<file path="src/rtl/jc_pkg.sv">
// Shared types and helpers for the Johnson-counter phase tracker and the counter's bench checker.
package jc_pkg;

  typedef enum logic [1:0] {
    StUnlocked = 2'd0,
    StTrack    = 2'd1,
    StLocked   = 2'd2
  } jc_state_e;

  typedef struct packed {
    logic       legal;
    logic [7:0] phase;
  } jc_dec_t;

  function automatic int unsigned phase_w(input int unsigned n);
    return (2 * n <= 2) ? 1 : $clog2(2 * n);
  endfunction

  // Code bits at and above n must be zero; supports n up to 31.
  function automatic jc_dec_t jc_decode(input logic [31:0] code, input int unsigned n);
    jc_dec_t     r;
    logic [31:0] mask;
    logic [31:0] ones;
    r    = '0;
    mask = (32'd1 << n) - 32'd1;
    for (int unsigned k = 0; k < 32; k++) begin
      ones = (32'd1 << k) - 32'd1;
      if (k <= n && code == ones) begin
        r.legal = 1'b1;
        r.phase = 8'(k);
      end
      if (k >= 1 && k < n && code == (~ones & mask)) begin
        r.legal = 1'b1;
        r.phase = 8'(n + k);
      end
    end
    return r;
  endfunction

endpackage

</file>
<file path="src/rtl/jc_phase_tracker_if.sv">
// Counter-sample input and tracker status bundle; master drives samples, slave is the tracker.
interface jc_phase_tracker_if #(
  parameter int unsigned N     = 4,
  parameter int unsigned ERR_W = 8
);
  localparam int unsigned PW = jc_pkg::phase_w(N);

  logic [N-1:0]     q;
  logic             q_vld;
  logic [PW-1:0]    phase;
  logic             phase_vld;
  logic             wrap;
  logic             illegal;
  logic             locked;
  logic [ERR_W-1:0] err_cnt;

  modport master (
    output q, q_vld,
    input  phase, phase_vld, wrap, illegal, locked, err_cnt
  );

  modport slave (
    input  q, q_vld,
    output phase, phase_vld, wrap, illegal, locked, err_cnt
  );
endinterface

</file>
<file path="src/rtl/jc_code_decode.sv">
// Combinational Johnson-word validator: flags legality and returns the phase index.
module jc_code_decode
  import jc_pkg::*;
#(
  parameter int unsigned N  = 4,
  parameter int unsigned PW = 3
) (
  input  logic [N-1:0]  q_i,
  output logic          legal_o,
  output logic [PW-1:0] phase_o
);
  jc_dec_t dec;

  always_comb begin
    dec     = jc_decode(32'(q_i), N);
    legal_o = dec.legal;
    phase_o = PW'(dec.phase);
  end
endmodule

</file>
<file path="src/rtl/jc_phase_tracker.sv">
// Johnson-counter phase tracker: decode, sequence check, lock FSM, wrap strobe, lock-loss count.
// Define JC_PHASE_TRACKER_FLYWHEEL_EN to ride through a single bad sample while locked.
module jc_phase_tracker
  import jc_pkg::*;
#(
  parameter int unsigned N        = 4,
  parameter int unsigned LOCK_CNT = 4,
  parameter int unsigned ERR_W    = 8
) (
  input logic               clk,
  input logic               clr,
  jc_phase_tracker_if.slave bus
);
  localparam int unsigned    PW        = phase_w(N);
  localparam logic [PW-1:0]  LastPhase = PW'(2 * N - 1);

  jc_state_e        state_q, state_d;
  logic [3:0]       good_q, good_d;
  logic [PW-1:0]    ref_q, ref_d;
  logic [PW-1:0]    phase_q, phase_d;
  logic             phase_vld_q, phase_vld_d;
  logic             wrap_q, wrap_d;
  logic             illegal_q, illegal_d;
  logic [ERR_W-1:0] err_q, err_d;
  logic             err_inc;
`ifdef JC_PHASE_TRACKER_FLYWHEEL_EN
  logic             miss_q, miss_d;
`endif

  logic          legal;
  logic [PW-1:0] dec_phase;
  logic [PW-1:0] next_ref;
  logic          in_seq;

  jc_code_decode #(
    .N  (N),
    .PW (PW)
  ) u_decode (
    .q_i     (bus.q),
    .legal_o (legal),
    .phase_o (dec_phase)
  );

  assign next_ref = (ref_q == LastPhase) ? '0 : ref_q + PW'(1);
  assign in_seq   = legal && (dec_phase == next_ref);

  always_comb begin
    state_d     = state_q;
    good_d      = good_q;
    ref_d       = ref_q;
    phase_d     = phase_q;
    phase_vld_d = 1'b0;
    wrap_d      = 1'b0;
    illegal_d   = 1'b0;
    err_inc     = 1'b0;
`ifdef JC_PHASE_TRACKER_FLYWHEEL_EN
    miss_d      = miss_q;
`endif
    if (bus.q_vld) begin
      if (legal) begin
        ref_d       = dec_phase;
        phase_d     = dec_phase;
        phase_vld_d = 1'b1;
      end else begin
        illegal_d = 1'b1;
      end
      unique case (state_q)
        StUnlocked: begin
          if (legal) begin
            state_d = StTrack;
            good_d  = 4'd1;
          end
        end
        StTrack: begin
          if (in_seq) begin
            good_d = good_q + 4'd1;
            if (({1'b0, good_q} + 5'd1) >= 5'(LOCK_CNT)) state_d = StLocked;
          end else if (legal) begin
            good_d = 4'd1;
          end else begin
            state_d = StUnlocked;
            good_d  = 4'd0;
          end
        end
        StLocked: begin
          if (in_seq) begin
            wrap_d = (ref_q == LastPhase);
`ifdef JC_PHASE_TRACKER_FLYWHEEL_EN
            miss_d = 1'b0;
`endif
          end else begin
`ifdef JC_PHASE_TRACKER_FLYWHEEL_EN
            if (!miss_q) begin
              // Coast on the predicted phase; the lock loss is still counted once.
              miss_d      = 1'b1;
              ref_d       = next_ref;
              phase_d     = next_ref;
              phase_vld_d = 1'b1;
              err_inc     = 1'b1;
            end else begin
              miss_d  = 1'b0;
              state_d = legal ? StTrack : StUnlocked;
              good_d  = legal ? 4'd1 : 4'd0;
            end
`else
            err_inc = 1'b1;
            state_d = legal ? StTrack : StUnlocked;
            good_d  = legal ? 4'd1 : 4'd0;
`endif
          end
        end
        default: begin
          state_d = StUnlocked;
          good_d  = 4'd0;
        end
      endcase
    end
    err_d = (err_inc && err_q != '1) ? err_q + ERR_W'(1) : err_q;
  end

  always_ff @(posedge clk or negedge clr) begin
    if (!clr) begin
      state_q     <= StUnlocked;
      good_q      <= 4'd0;
      ref_q       <= '0;
      phase_q     <= '0;
      phase_vld_q <= 1'b0;
      wrap_q      <= 1'b0;
      illegal_q   <= 1'b0;
      err_q       <= '0;
`ifdef JC_PHASE_TRACKER_FLYWHEEL_EN
      miss_q      <= 1'b0;
`endif
    end else begin
      state_q     <= state_d;
      good_q      <= good_d;
      ref_q       <= ref_d;
      phase_q     <= phase_d;
      phase_vld_q <= phase_vld_d;
      wrap_q      <= wrap_d;
      illegal_q   <= illegal_d;
      err_q       <= err_d;
`ifdef JC_PHASE_TRACKER_FLYWHEEL_EN
      miss_q      <= miss_d;
`endif
    end
  end

  assign bus.phase     = phase_q;
  assign bus.phase_vld = phase_vld_q;
  assign bus.wrap      = wrap_q;
  assign bus.illegal   = illegal_q;
  assign bus.locked    = (state_q == StLocked);
  assign bus.err_cnt   = err_q;
endmodule

</file>
<file path="src/flat_wrapper.sv">
// flat-port wrapper written by rule: the top's interface ports become plain ports
module jc_phase_tracker_flat import jc_pkg::*;
#(
  parameter int unsigned N        = 4,
  parameter int unsigned LOCK_CNT = 4,
  parameter int unsigned ERR_W    = 8
)
  (clk, clr, bus_q, bus_q_vld, bus_phase, bus_phase_vld, bus_wrap, bus_illegal, bus_locked, bus_err_cnt);
  jc_phase_tracker_if #(.N(N), .ERR_W(ERR_W)) bus_i ();
  input logic clk;
  input logic clr;
  input wire logic [$bits(bus_i.q)-1:0] bus_q;
  input wire logic [$bits(bus_i.q_vld)-1:0] bus_q_vld;
  output wire logic [$bits(bus_i.phase)-1:0] bus_phase;
  output wire logic [$bits(bus_i.phase_vld)-1:0] bus_phase_vld;
  output wire logic [$bits(bus_i.wrap)-1:0] bus_wrap;
  output wire logic [$bits(bus_i.illegal)-1:0] bus_illegal;
  output wire logic [$bits(bus_i.locked)-1:0] bus_locked;
  output wire logic [$bits(bus_i.err_cnt)-1:0] bus_err_cnt;
  assign bus_i.q = bus_q;
  assign bus_i.q_vld = bus_q_vld;
  assign bus_phase = bus_i.phase;
  assign bus_phase_vld = bus_i.phase_vld;
  assign bus_wrap = bus_i.wrap;
  assign bus_illegal = bus_i.illegal;
  assign bus_locked = bus_i.locked;
  assign bus_err_cnt = bus_i.err_cnt;
  jc_phase_tracker #(.N(N), .LOCK_CNT(LOCK_CNT), .ERR_W(ERR_W)) u_core (.clk(clk), .clr(clr), .bus(bus_i));
endmodule
</file>
<file path="config.mk">
export PLATFORM = sky130hd
export DESIGN_NAME = jc_phase_tracker_flat
export DESIGN_NICKNAME = d
export VERILOG_FILES = /design/src/rtl/jc_pkg.sv /design/src/rtl/jc_phase_tracker_if.sv /design/src/rtl/jc_code_decode.sv /design/src/rtl/jc_phase_tracker.sv /design/src/flat_wrapper.sv
export SDC_FILE = /design/constraint.sdc
export NUM_CORES = 1
export LEC_CHECK = 0
export BUFFER_PORTS_ARGS = -buffer_cell sky130_fd_sc_hd__buf_2
export CAP_MARGIN = 20
export CELL_PAD_IN_SITES_DETAIL_PLACEMENT = 1
export CELL_PAD_IN_SITES_GLOBAL_PLACEMENT = 2
export CORE_MARGIN = 10
export CORE_UTILIZATION = 31
export CTS_CLUSTER_SIZE = 30
export DETAILED_ROUTE_END_ITERATION = 12
export PLACE_DENSITY = 0.75
export SLEW_MARGIN = 25
export SYNTH_ARGS = -nofsm -noshare
export SYNTH_HDL_FRONTEND = slang
export SYNTH_HIERARCHICAL = 1
export SYNTH_SLANG_ARGS = --single-unit
</file>
<file path="constraint.sdc">
create_clock -name clk -period 2.4 [get_ports clk]
set_clock_uncertainty 0.1 [all_clocks]
set_input_delay 0.6 -clock clk [delete_from_list [all_inputs] [get_ports clk]]
set_output_delay 0.6 -clock clk [all_outputs]
set_load 0.05 [all_outputs]
</file>
# --- After elaboration in Yosys (flattened, before gate mapping) ---
# Index checks and enable logic that the tools add are counted.
word_totals:
  wordCells: 66
  register_bits: 20
op_classes:
  muxes: 31
  n_lt_le_gt_ge: 1
  n_addsub: 4
  eq_ne: 16
  reduce_logical: 7
ops:
  columns: ["cell", "count"]
  rows:
  - ["two-way mux 9 bit", 8]
  - ["equality test 4 bit, second input constant", 4]
  - ["two-way mux 1 bit", 12]
  - ["two-way mux 4 bit", 3]
  - ["case mux 4 bit (3 select lines)", 1]
  - ["two-way mux 2 bit", 5]
  - ["adder 8 x 1 -> 8 bit, second input constant", 1]
  - ["!= test 8 bit, second input constant", 1]
  - ["case mux 2 bit (3 select lines)", 1]
  - ["adder 4 x 1 -> 5 bit, second input constant", 1]
  - ["greater-or-equal comparator 5 x 3 -> 1 bit, second input constant", 1]
  - ["AND reduction 5 bit", 1]
  - ["adder 4 x 1 -> 4 bit, second input constant", 1]
  - ["equality test 4 x 1 -> 1 bit, second input constant", 1]
  - ["equality test 4 x 2 -> 1 bit, second input constant", 1]
  - ["equality test 4 x 3 -> 1 bit, second input constant", 1]
  - ["zero test 4 bit", 1]
  - ["!= test 2 bit, second input constant", 2]
  - ["adder 3 x 1 -> 3 bit, second input constant", 1]
  - ["equality test 3 bit", 1]
  - ["equality test 3 bit, second input constant", 1]
  - ["two-way mux 3 bit", 1]
  - ["!= test 3 x 2 -> 1 bit, second input constant", 1]
  - ["!= test 3 bit, second input constant", 1]
  - ["other kinds (6)", 7]

# --- Logic depth before layout (Yosys ltp) ---
# Gate-level depths: netlist (run 1).
depth:
  depth_word: 15
  depth_mapped: 9

# --- By module ---
# Netlist (run 1), hierarchy kept.
modules_own_cells:
  columns: ["mod", "cells_per_inst", "instances", "seq_area_each_um2", "area_per_inst_um2"]
  rows:
  - ["jc_phase_tracker", 103, 1, 500.5, 1089.8]
  - ["jc_code_decode", 11, 1, 0.0, 86.3]

# --- Worst setup path before layout (run 1) ---
# Ideal clock, no wire load.
synth_path:
  path_kind: "reg2reg"
  start: "reg u_core/bus.phase[0] (netlist name)"
  end: "reg u_core.err_q[1] (netlist: u_core/bus.err_cnt[1])"
  path_buffers: 2
  synth_period_minus_slack_ns: 2.533
  arrival_time_ns: 2.308
  stages_incl_launch_ff: 9
  setup_time_ns: 0.125
  setup_slack_ns: -0.133
  path_cell_list: "dfrtp_1 > ha_1 > ha_1 > or3_4 > and4_4 > buf_6 > a21o_1 > buf_6 > mux2_4"
synth_lines:
  columns: ["element", "line", "source"]
  rows:
  - ["end signal, assigned", "jc_phase_tracker.sv:142", "err_q <= err_d;"]
  - ["end, declared", "jc_phase_tracker.sv:24", "logic [ERR_W-1:0] err_q, err_d;"]

==> results list, run 1 <==
- Synth top area cells: sky130_fd_sc_hd__dfrtp_1, sky130_fd_sc_hd__ha_1, sky130_fd_sc_hd__mux2_2
- Together, buffers and inverters on the worst path number 1.
- The tree is rooted in a sky130_fd_sc_hd__clkbuf_8.
- Post-Syn Nets: ~130
- Setup repair after global routing left no endpoint under its margin.
- In the final routed layout, each cell accounts on average for about 15 µm.
* Synthesized instance count: 114
- The worst setup path is launched from a flip-flop.
- For this run, the post-layout net count is around 160.
- Cell with the largest stage delay on the worst path: sky130_fd_sc_hd__dfrtp_2
- Top-level port count: 22
- Kind of capture point of the worst setup path: flip-flop
* Worst-case vdd ir drop: around 0.31 mV
- The number of max-slew violations in the final report is 0.
* Post-synthesis sequential area ratio: around 43%
* Worst rel slew slack: between 60% and 70%
* Final critical-path share of the clock period: between 90% and 100%
* Dpl cells: 190
- Aggregate routed wire length: around 2800 µm
- The core region is between 3000 and 4000 µm².
- Post-layout util: approximately two fifths
- CP Class: reg2reg
- Worst-path fanout max: 5
- Slowest cell delay on critical path: approximately 0.44 ns
- Detailed-route via count: approximately 940
* Fin Setup TNS: 0 ns
- Actual transition at the worst max-transition pin: about 0.47 ns
* Hold-fix buffers, CTS: 0
- Summing the areas of all compound-gate instances in the mapped netlist gives roughly an eighth of the synthesized area.
- Kind of cell adding the most delay to the critical path: simple AND/OR/NAND/NOR gates
* Initial standard-cell utilization of the core: between 30% and 40%
- Worst-Skew Late Latency: between 0.2 and 0.3 ns
- Worst Hold Class: in2async
* Largest family of logic cells by synthesized area: simple AND/OR/NAND/NOR gates
- The number of different library cells used by synthesis comes to 38.
* Data arrival time at the worst-slack endpoint: between 2 and 2.5 ns
* Maximum root-to-sink buffer count: 2
- Multiplexer share of the synthesized area: 9.79%
- Basic-gate share of the synthesized area counting and, or, nand and nor cells: between 15 and 20%
- The initial antenna violation count was 0.
* Total power: 0.000923 W
- The number of hold violations in the final report was 0.
- The filler cells instantiated in the layout total about 420.
* YS warnings: 6
* Vias per cell: about 4.9
- Max-cap violations: 0
- Once the clock tree was built, the setup fixing pass inserted 0 buffers.
- Data required time at the worst endpoint: 2.48 ns
- TritonCTS built the clock tree.
- Global-route wire length before repair: a little under 5000 µm
- In the layout the commonest cells are sky130_fd_sc_hd__buf_2, sky130_fd_sc_hd__dfrtp_1, sky130_fd_sc_hd__buf_4, sky130_fd_sc_hd__nand2_1, sky130_fd_sc_hd__inv_1.
* N_diodes: 0
- # rows: 22
- CTS clk-pin slew, worst paths: about 0.070 ns
* Chain of cells forming the critical path: ha_2 -> ha_1 -> or3_4 -> and4_4 -> a21o_1 -> buf_4 -> nor3_2 -> xor2_1
- After layout, the minimum clock period comes to ~2.3 ns.
* Synthesized-area fraction occupied by adder cells: 5.32%
- Proportion of layout cells with a drive suffix above 1: between 30% and 40%
* H-tree levels: 1
- The cell area that synthesis handed to floorplanning was roughly 1200 µm².
- Leak: 0.744 nW
- Die Wd: between 80 and 90 µm
- PortBufs: 21
* Power density of the placed cells: approximately 630 nW/µm²
- TritonCTS Sinks: 20
- Synthesis-stage register bit count: 20
* Vias in the first global route: 1,034
* Remaining global-route overflow: 0
- In this run the biggest area consumer among cell types represents between 40% and 50% of the synthesized area.
- Timing would allow up to 441 MHz.
* Avg Cell Area, Syn: around 10 µm²
- The first detailed-routing pass took 4 iterations.
* Floorplan die area: around 6700 µm²
- Number of buffers created by CTS: 3
- Vertical die dimension: 81.6 µm
- The detail route stage leaves a number of antenna-violating nets equal to 0.
- From synthesis to final layout, the design area changed by 23.9%.
* Setup Viol. Count Final: 0
- At the end of routability-driven placement, the weighted congestion stood at ~0.71.
- After legalization and detailed placement, the total HPWL measured around 2200 µm.
- After detailed routing, the number of remaining DRC violations is 0.
* Number of gates given a new drive strength after cts: 0
- Entering global routing, the biggest net connects 21 pins.
* Post-synthesis cell type with the largest combined area: sky130_fd_sc_hd__dfrtp_1
- The first routing iteration left 29 violations.
- Tot GR Track Use: 9.17%
* Fraction of synthesized cell area in xor and xnor cells: 7.45%
- Most common cell after layout, fill and taps aside: sky130_fd_sc_hd__buf_2
* Status: completed
* Post-Layout Cell Count: between 150 and 200
-- logic make-up after synthesis --
kind of cell,Yosys count
XOR/XNOR,10
multiplexers,10
flip-flops,20
buffers and inverters,12
AND/OR/NAND/NOR,36
AO/OA/AOI/OAI,21
adder cells (fa/ha/maj),5
-- per-stage QoR --
step	hold WS (ns)	setup WS, ns	cell area [µm²]
global placement	0.381	-0.0270	1400
CTS	0.203	0.104	1460
detailed placement	0.381	-0.0723	1400
global route	0.215	0.0468	1460
finish	0.190	0.132	1460
floorplan	0.204	0.00906	1180
-- routing by layer --
metal,share of wire (%),wire [µm],GRT usage (%),up-vias
li1,-,-,-,460
met1,45,1270,10.8,466
met2,49,1400,15.3,15
met3,6.0,170,4.15,2
met4,0.35,10,1.53,0
met5,0,0,0,-
-- path summary, 6_finish.rpt --
| check | start | to | slack, ns | cells past startpoint |
|---|---|---|---|---|
| hold / removal | clr | u_core/bus.err_cnt[7] | 0.19 | 1 |
| min in group clk | u_core/bus.err_cnt[6] | u_core/bus.err_cnt[6] | 0.40 | 1 |
| setup reg to reg | u_core/bus.phase[0] | u_core/bus.err_cnt[5] | 0.13 | 8 |
| hold reg to reg | u_core/bus.err_cnt[6] | u_core/bus.err_cnt[6] | 0.40 | 1 |
| setup / recovery | u_core/bus.phase[0] | u_core/bus.err_cnt[5] | 0.13 | 8 |
| max in group asynchronous | clr | u_core/bus.phase[1] | 1.67 | 1 |
-- power breakdown --
part           switching [W]  internal [W]  total (W)
clock network       0.000108      0.000146   0.000254
logic               0.000158      0.000112   0.000269
registers          0.0000359      0.000364   0.000400
-- synthesized netlist by cell type, drive strengths merged --
library cell,number
nand2,8
and4b,1
and3,2
nand4,2
o21bai,1
o21a,1
nand3,5
a31oi,2
o211ai,1
dfrtp,20
mux2i,4
clkbuf,3
a21boi,1
nor3,5
o22ai,3
or2,2
xor2,5
a21oi,4
o31ai,1
a21o,2
nor2b,2
xnor2,5
or3,1
a221o,1
mux2,6
nor2,7
o21ai,3
ha,5
buf,2
a22o,1
and4,1
inv,7
-- layout make-up --
class	count	area (µm²)	share of cell area (%)
Clock buffer	4	55.1	3.78
Tap cell	48	60.1	4.12
Multi-Input combinational cell	82	618	42.4
Timing Repair Buffer	33	195	13.4
Sequential cell	20	503	34.5
Inverter	7	26.3	1.80
-- sequential cells by signal (all words and copies together), names as in the netlist --
signal                count
u_core/state_q            2
u_core/bus.err_cnt        8
u_core/bus.illegal        1
u_core/bus.phase          3
u_core/good_q             4
u_core/bus.phase_vld      1
u_core/bus.wrap           1
Power figures use the tool's default switching activity.
==> run 2, diff against run 1 <==
--- a/config.mk
+++ b/config.mk
@@ -9,6 +9,7 @@
 export CAP_MARGIN = 20
 export CELL_PAD_IN_SITES_DETAIL_PLACEMENT = 1
 export CELL_PAD_IN_SITES_GLOBAL_PLACEMENT = 2
+export CORE_ASPECT_RATIO = 0.75
 export CORE_MARGIN = 10
 export CORE_UTILIZATION = 31
 export CTS_CLUSTER_SIZE = 30
@@ -19,3 +20,4 @@
 export SYNTH_HDL_FRONTEND = slang
 export SYNTH_HIERARCHICAL = 1
 export SYNTH_SLANG_ARGS = --single-unit
+export TNS_END_PERCENT = 5
==> run 2 against run 1 <==
Clock-buffer cell count decreased by 1. Global-route usage is 0.21 points lower. Total power is 7.8% higher. Sequential power about the same. Fmax down 0.97%. First-iteration DRC count grew 10%. Via count is 1.6% lower. Core utilization increased by 0.27 points. Die area is 0.38% higher. Sequential share of layout area shrank 0.24 points. Largest cell class unchanged.
==> results list, run 2 (synthesis results as in run 1) <==
* Wire length per cell after detailed routing: approximately 14 µm
- Switching share of total power: between 30% and 40%
- Top-level port count: 22
- Leak: 0.741 nW
* Cell with the largest stage delay on the worst path: sky130_fd_sc_hd__dfrtp_2
* Detailed-route via count: approximately 930
- Final GP Congestion: slightly below 0.8
* CTS clk-pin slew, worst paths: ~0.080 ns
- Worst rel slew slack: between 60% and 70%
* Largest net degree at the start of global routing: 21
- After layout, the worst path uses 95.4% of the clock period.
* Vertical die dimension: 73.3 µm
- Number of cells traversed by the worst register-to-register path: 8
- Measured along the x axis, the die boundary spans between 90 and 100 µm.
- Summing all flip-flop and latch instances after layout gives between 500 and 600 µm².
- The register with the most flip-flops in the layout has 8 of them.
- CTS tree: done
- The die covers between 6000 and 7000 µm².
- Fillers: between 400 and 500
* Highest-count cells in the layout ignoring fill and taps: sky130_fd_sc_hd__buf_2, sky130_fd_sc_hd__dfrtp_1, sky130_fd_sc_hd__buf_4, sky130_fd_sc_hd__nand2_1, sky130_fd_sc_hd__inv_1
- Flop2flop setup slack: roughly 0.11 ns
* HPWL after DPL: ~2300 µm
- Total power: 0.000995 W
- Setup violations remaining at the end of the flow were counted as 0.
- Initial standard-cell utilization of the core: about a third
- Slowest cell delay on critical path: 0.44 ns
- # rows: 19
* Proportion of layout cells with a drive suffix above 1: approximately 38%
- Data required time at the worst endpoint: between 2 and 2.5 ns
* Chain of cells forming the critical path: ha_2 -> ha_1 -> or3_4 -> and4_4 -> a21o_1 -> buf_4 -> nor3_2 -> xor2_1
- CTS Root Cell: sky130_fd_sc_hd__clkbuf_8
- Number of buffers created by CTS: 3
* Unrepaired setup endpoints after global routing: false
- The via count of the first global-routing pass was 971.
- Status: completed
- Worst Hold Class: in2async
* Worst-path fanout max: 5
- Number of slew-limit violations in the final report: 0
- The worst setup path is of the reg2reg kind.
- Actual transition at the worst max-transition pin: 0.458 ns
- Vias per cell: around 4.7
* Max-cap violations: 0
- The longest clock path from root to sink contains 2 buffers.
* N_diodes: 0
* Number of remaining DRC errors: 0
* Aggregate routed wire length: between 2000 and 3000 µm
- Worst-case vdd ir drop: approximately 0.25 mV
- In this run the power spent charging and discharging nets is 0.000303 W.
- Post-route worst hold slack: between 0.15 and 0.2 ns
* Clock share of power: 33.6%
* Kind of capture point of the worst setup path: flip-flop
- Placed standard-cell area: 1390 µm²
- For the finished layout, the period the worst path requires is ~2.3 ns.
* Final instance area: about 1500 µm²
- Area added between synthesis and finish: 24.8%
- H-tree levels: 1
* Fraction of power consumed by sequential logic: approximately two fifths
* TritonCTS Sinks: 20
- The net count of the finished layout is roughly 160.
- Total buffers and inverters traversed by the critical path: 1
- In the final layout, the multi-input gates occupy between 600 and 700 µm².
* Worst reg2reg path startpoint: u_core/bus.phase[0]
* Kind of start point of the critical path: flip-flop
- Remaining number of nets flagged by the antenna check after routing: 0
- The region available for standard cell placement spans around 3700 µm².
- Kind of cell adding the most delay to the critical path: simple AND/OR/NAND/NOR gates
* Global-route wire length before repair: ~4800 µm
- The number of hold violations in the final report was 0.
- Across every metal layer, demand over resource in global routing totals approximately 9.0%.
- Worst-Skew Late Latency: 0.26 ns
- The internal portion of the total power is between 0.0006 and 0.0007 W.
* Power share of the combinational group: a little over a quarter
- The count of buffers added on input and output ports is 21.
- The first detailed-routing pass ran for 4 iterations.
- The library cell used most frequently in the layout, excluding fill and tap cells, is sky130_fd_sc_hd__buf_2.
* Achievable Freq: ~440 MHz
- The worst register-to-register path ends at u_core/bus.err_cnt[6].
- Initial antenna violation count: 0
- Data arrives at the worst endpoint at about 2.4 ns.
- Remaining global-route overflow: 0
* Number of post-CTS setup repair buffers: 0
* Fin Setup TNS: 0 ns
- Power density of the placed cells: just under 700 nW/µm²
- The first routing iteration left 32 violations.
==> run 2: through the flow <==
| stage | util [%] | instances | setup WS (ns) |
|---|---|---|---|
| finish | 40.1 | 196 | 0.109 |
| global route | 40.1 | 196 | 0.00135 |
| CTS | 40.0 | 196 | 0.104 |
| detailed placement | 38.0 | 192 | -0.0980 |
| global placement | 38.0 | 192 | -0.0414 |
| floorplan | - | 114 | 0.00906 |
==> run 2: how the worst max path moves through the flow <==
stage                                    from                    end  slack [ns]  cells past startpoint
final                     u_core/bus.phase[0]  u_core/bus.err_cnt[6]        0.11                      8
after global routing      u_core/bus.phase[0]  u_core/bus.err_cnt[5]       0.001                      8
after CTS                 u_core/bus.phase[0]  u_core/bus.err_cnt[6]        0.10                      8
after detailed placement             bus_q[1]  u_core/bus.err_cnt[6]        -0.1                      9
after global placement               bus_q[1]  u_core/bus.err_cnt[6]       -0.04                      9
after floorplan           u_core/bus.phase[1]  u_core/bus.err_cnt[1]       0.009                      8
==> run 2: area by class of cell <==
type	instances	share of cell area (%)
clock inverters	1	2.05
multi-input cells	82	42.4
well taps	52	4.43
clock buffers	3	2.81
inverters	7	1.79
flip-flops and latches	20	34.3
repair buffers	31	12.3
==> run 2: worst reg2reg max path: cells and delay by family (launching register included) <==
kind	cells	cell delay (ns)
flops	1	0.44
fa+ha+maj	2	0.38
buf+inv	1	0.16
simple gates	3	0.73
compound gates	1	0.22
xor+xnor	1	0.17
==> run 2: timing repair <==
action,4_1_cts,5_1_grt
gates resized for setup,0,1
hold buffers,0,0
endpoints found under the setup margin,0,2
==> run 2: power groups by stage <==
stage                     Combinational (W)  Clock (W)  Sequential (W)
after global routing               0.000285   0.000367        0.000406
final                              0.000261   0.000334        0.000400
after floorplan                    0.000138          0        0.000454
after CTS                          0.000263   0.000349        0.000400
after detailed placement           0.000263          0        0.000407
after global placement             0.000257          0        0.000404
==> run 2: per-layer routing <==
| metal | vias up | share of wire (%) | track usage, % |
|---|---|---|---|
| met5 | - | 0 | 0 |
| met4 | 0 | 1.1 | 3.29 |
| met3 | 4 | 5.2 | 2.85 |
| met2 | 14 | 46 | 13.5 |
| met1 | 450 | 48 | 11.7 |
| li1 | 460 | - | - |
==> run 3, diff against run 2 <==
--- a/config.mk
+++ b/config.mk
@@ -5,16 +5,17 @@
 export SDC_FILE = /design/constraint.sdc
 export NUM_CORES = 1
 export LEC_CHECK = 0
+export ABC_AREA = 1
 export BUFFER_PORTS_ARGS = -buffer_cell sky130_fd_sc_hd__buf_2
 export CAP_MARGIN = 20
 export CELL_PAD_IN_SITES_DETAIL_PLACEMENT = 1
 export CELL_PAD_IN_SITES_GLOBAL_PLACEMENT = 2
 export CORE_ASPECT_RATIO = 0.75
-export CORE_MARGIN = 10
-export CORE_UTILIZATION = 31
+export CORE_MARGIN = 2
+export CORE_UTILIZATION = 27
 export CTS_CLUSTER_SIZE = 30
 export DETAILED_ROUTE_END_ITERATION = 12
-export PLACE_DENSITY = 0.75
+export PLACE_DENSITY = 0.74
 export SLEW_MARGIN = 25
 export SYNTH_ARGS = -nofsm -noshare
 export SYNTH_HDL_FRONTEND = slang
==> run 3 against run 2 <==
First-iteration DRC count is 38% higher. Design area is 0.17% higher. Critical endpoint is now u_core/bus.err_cnt[1]. Largest power group unchanged. Via count is 20% higher.
==> results list, run 3 <==
- Power spread over the standard cell area amounts to 756 nW/µm².
* Post-layout util: approximately 33%
- Data on the critical path arrives at its endpoint at around 2.2 ns.
- Most repeated cell in the gate-level netlist after synthesis: sky130_fd_sc_hd__nand2_1
- The post-route netlist has around 18% of its cells at a drive strength greater than 1.
- Synthesis-stage register bit count: 20
* Number of distinct library cell variants in the gate-level netlist after synthesis: 21
- Counting the buffers created by CTS gives 3.
* Maximum root-to-sink buffer count: 2
- Per report_power, the clock group accounts for 23.6% of the total.
* Yosys top cell area share: roughly two fifths
- Cell internal power dissipation: between 0.0006 and 0.0007 W
- Tmin final: roughly 2.1 ns
* Number of slew-limit violations in the final report: 0
- Based on the critical path, the design can be clocked at up to 474 MHz.
- Power share of the combinational group: between 30% and 40%
* Detailed-route via count: ~1,100
- Vertical die dimension: around 63 µm
- Synthesis produced a netlist whose cell count is 175.
- Flop2flop setup slack: between 0.2 and 0.3 ns
* Area added between synthesis and finish: 18.6%
- CP Class: reg2reg
- In this run the standard cell core region covers 4440 µm².
- Leak: slightly above 0.8 nW
* Remaining global-route overflow: 0
- Data on the critical path is required at its endpoint by 2.46 ns.
* Floorplan die area: roughly 5200 µm²
* Number of synthesized flops with an enable pin: 0
- Vias in the first global route: 1,234
- CTS built an H-tree with a depth of 1.
* YS warnings: 6
- The routed design has ~3000 µm of wire.
- In this run the cell area measured after placement is around 1400 µm².
- Status: completed
* Worst Hold Class: in2async
- The most used flip-flop cell after synthesis is sky130_fd_sc_hd__dfrtp_1.
- # rows: 21
- Across the run, the number of max-cap violations was 0.
- Synth top area cells: sky130_fd_sc_hd__dfrtp_1, sky130_fd_sc_hd__nand2_1, sky130_fd_sc_hd__inv_1
* Avg Cell Area, Syn: between 7 and 8 µm²
- The multi-input combinational cells in the finished layout cover a total of between 600 and 700 µm².
- Most frequent cells after synthesis: sky130_fd_sc_hd__nand2_1, sky130_fd_sc_hd__inv_1, sky130_fd_sc_hd__dfrtp_1
* Kind of start point of the critical path: flip-flop
* Post-Syn Nets: around 190
* Worst-Skew Late Latency: roughly 0.26 ns
* 1st-pass router iterations: 4
* Top-level port count: 22
* Number of remaining DRC errors: 0
* Power dissipated by switching net loads: between 0.0004 and 0.0005 W
- Counting every sink on the clock net gives 20.
- The HPWL after detailed placement is 2520 µm.
- After layout, the worst path uses 87.9% of the clock period.
- At the pin with the least slew margin, the transition time is 0.490 ns.
- Setup repair after global routing left no endpoint under its margin.
- After synthesis, the share of flip-flops with an asynchronous set or reset is 100%.
- Highest-count cells in the layout ignoring fill and taps: sky130_fd_sc_hd__nand2_1, sky130_fd_sc_hd__inv_1, sky130_fd_sc_hd__buf_2, sky130_fd_sc_hd__dfrtp_1
- Measured against its own limit, the worst slew margin works out to 67.1%.
- Number of endpoints with negative hold slack in the final report: 0
* PortBufs: 21
- Register area: about 500 µm²
- From left edge to right edge, the die measures roughly 82 µm.
- Of the total power, registers draw 40.2%.
- The cell area that synthesis handed to floorplanning was between 1000 and 1500 µm².
- After clock tree synthesis, the clock-pin slew on the worst setup and hold paths is ~0.08 ns.
- Remaining number of nets flagged by the antenna check after routing: 0
- TritonCTS built the clock tree.
- Initial DRC Count: 44
- After the last flow step, the layout net total stands at 213.
- Switching share of total power: a little over two fifths
- Global-route wire length before repair: ~5600 µm
- Flip-flop count of the largest register after layout: 8
* Wire length per cell after detailed routing: about 12 µm
* Initial antenna violation count: 0
* N_diodes: 0
- Adding up every negative setup slack in the final design gives 0 ns.
* Number of post-CTS setup repair buffers: 0
- At the end of routability-driven placement, the weighted congestion stood at a little over 0.8.
* Total power: 0.00111 W
- Setup Viol. Count Final: 0
* Kind of capture point of the worst setup path: flip-flop
- Final instance area: 1470 µm²
- Worst-path fanout max: 6
- The worst-case IR drop observed on VDD is roughly 0.52 mV.
* Post-synthesis cell type with the largest combined area: sky130_fd_sc_hd__dfrtp_1
- The layout has 569 filler cells.
* Tot GR Track Use: 13.7%
* CTS Root Cell: sky130_fd_sc_hd__clkbuf_8
- Entering global routing, the biggest net connects 21 pins.
- Post-synthesis sequential area ratio: around 40%
* Vias per cell: approximately 4.3
- Initial standard-cell utilization of the core: around 28%
- The library cell used most frequently in the layout, excluding fill and tap cells, is sky130_fd_sc_hd__nand2_1.
-- run 3: through the flow --
stage / instances / worst slack, ns / hold slack [ns]
2_1_floorplan: 175 / 0.337 / 0.204
3_3_place_gp: 253 / 0.0953 / 0.364
3_5_place_dp: 253 / -0.0289 / 0.373
4_1_cts: 257 / 0.219 / 0.199
5_1_grt: 257 / 0.0465 / 0.211
6_report: 257 / 0.290 / 0.178
-- run 3: final timing paths --
kind / startpoint / endpoint / depth (start not counted)
worst min register to register: u_core/state_q[1] / u_core/state_q[1] / 2
worst min-delay path: clr / u_core/bus.phase[2] / 1
max in group asynchronous: clr / u_core/good_q[1] / 1
worst max-delay path: u_core/bus.phase[0] / u_core/bus.err_cnt[1] / 12
min in group clk: u_core/state_q[1] / u_core/state_q[1] / 2
worst max register to register: u_core/bus.phase[0] / u_core/bus.err_cnt[1] / 12
-- run 3: per-layer routing --
layer	vias to the layer above	wire length [µm]	GRT usage, %
met5	-	0	0
met4	0	12	2.92
met3	2	135	4.34
met2	17	1300	20.3
met1	504	1620	19.3
li1	590	-	-
-- run 3: layout make-up --
class / count / area share [%]
clock buffer: 4 / 3.74
inverter: 25 / 6.38
multi-input combinational: 129 / 43.3
sequential: 20 / 34.0
tap: 57 / 4.85
timing repair buffer: 22 / 7.66
-- run 3: worst max-delay path, cell delays in order, from the launching register on --
cell and delay [ns]:
sky130_fd_sc_hd__dfrtp_1 0.44, sky130_fd_sc_hd__ha_1 0.22, sky130_fd_sc_hd__ha_1 0.30, sky130_fd_sc_hd__inv_1 0.08, sky130_fd_sc_hd__nand2_1 0.05, sky130_fd_sc_hd__nand2_1 0.06, sky130_fd_sc_hd__nand2_1 0.09, sky130_fd_sc_hd__nor2_2 0.17
sky130_fd_sc_hd__nand2_1 0.09, sky130_fd_sc_hd__nand2_2 0.13, sky130_fd_sc_hd__inv_1 0.13, sky130_fd_sc_hd__nand2_1 0.09, sky130_fd_sc_hd__nand2_1 0.05
-- run 3: cell families after synthesis --
family | share of synthesized area [%]
flip-flops | 40.4
AND/OR/NAND/NOR | 33.3
adder cells (fa/ha/maj) | 5.05
buffers and inverters | 8.48
XOR/XNOR | 6.26
AO/OA/AOI/OAI | 6.56
-- run 3: repair_timing --
| item | in CTS | in global routing |
|---|---|---|
| endpoints found under the setup margin | 0 | 6 |
| gates resized for setup | 0 | 1 |
| hold buffers | 0 | 0 |
-- run 3: power by group through the flow --
stage | Combinational, W | Sequential [W] | Clock (W)
2_1_floorplan | 0.000202 | 0.000541 | 0
3_3_place_gp | 0.000386 | 0.000450 | 0
3_5_place_dp | 0.000406 | 0.000454 | 0
4_1_cts | 0.000408 | 0.000448 | 0.000273
5_1_grt | 0.000451 | 0.000461 | 0.000295
6_report | 0.000402 | 0.000446 | 0.000262
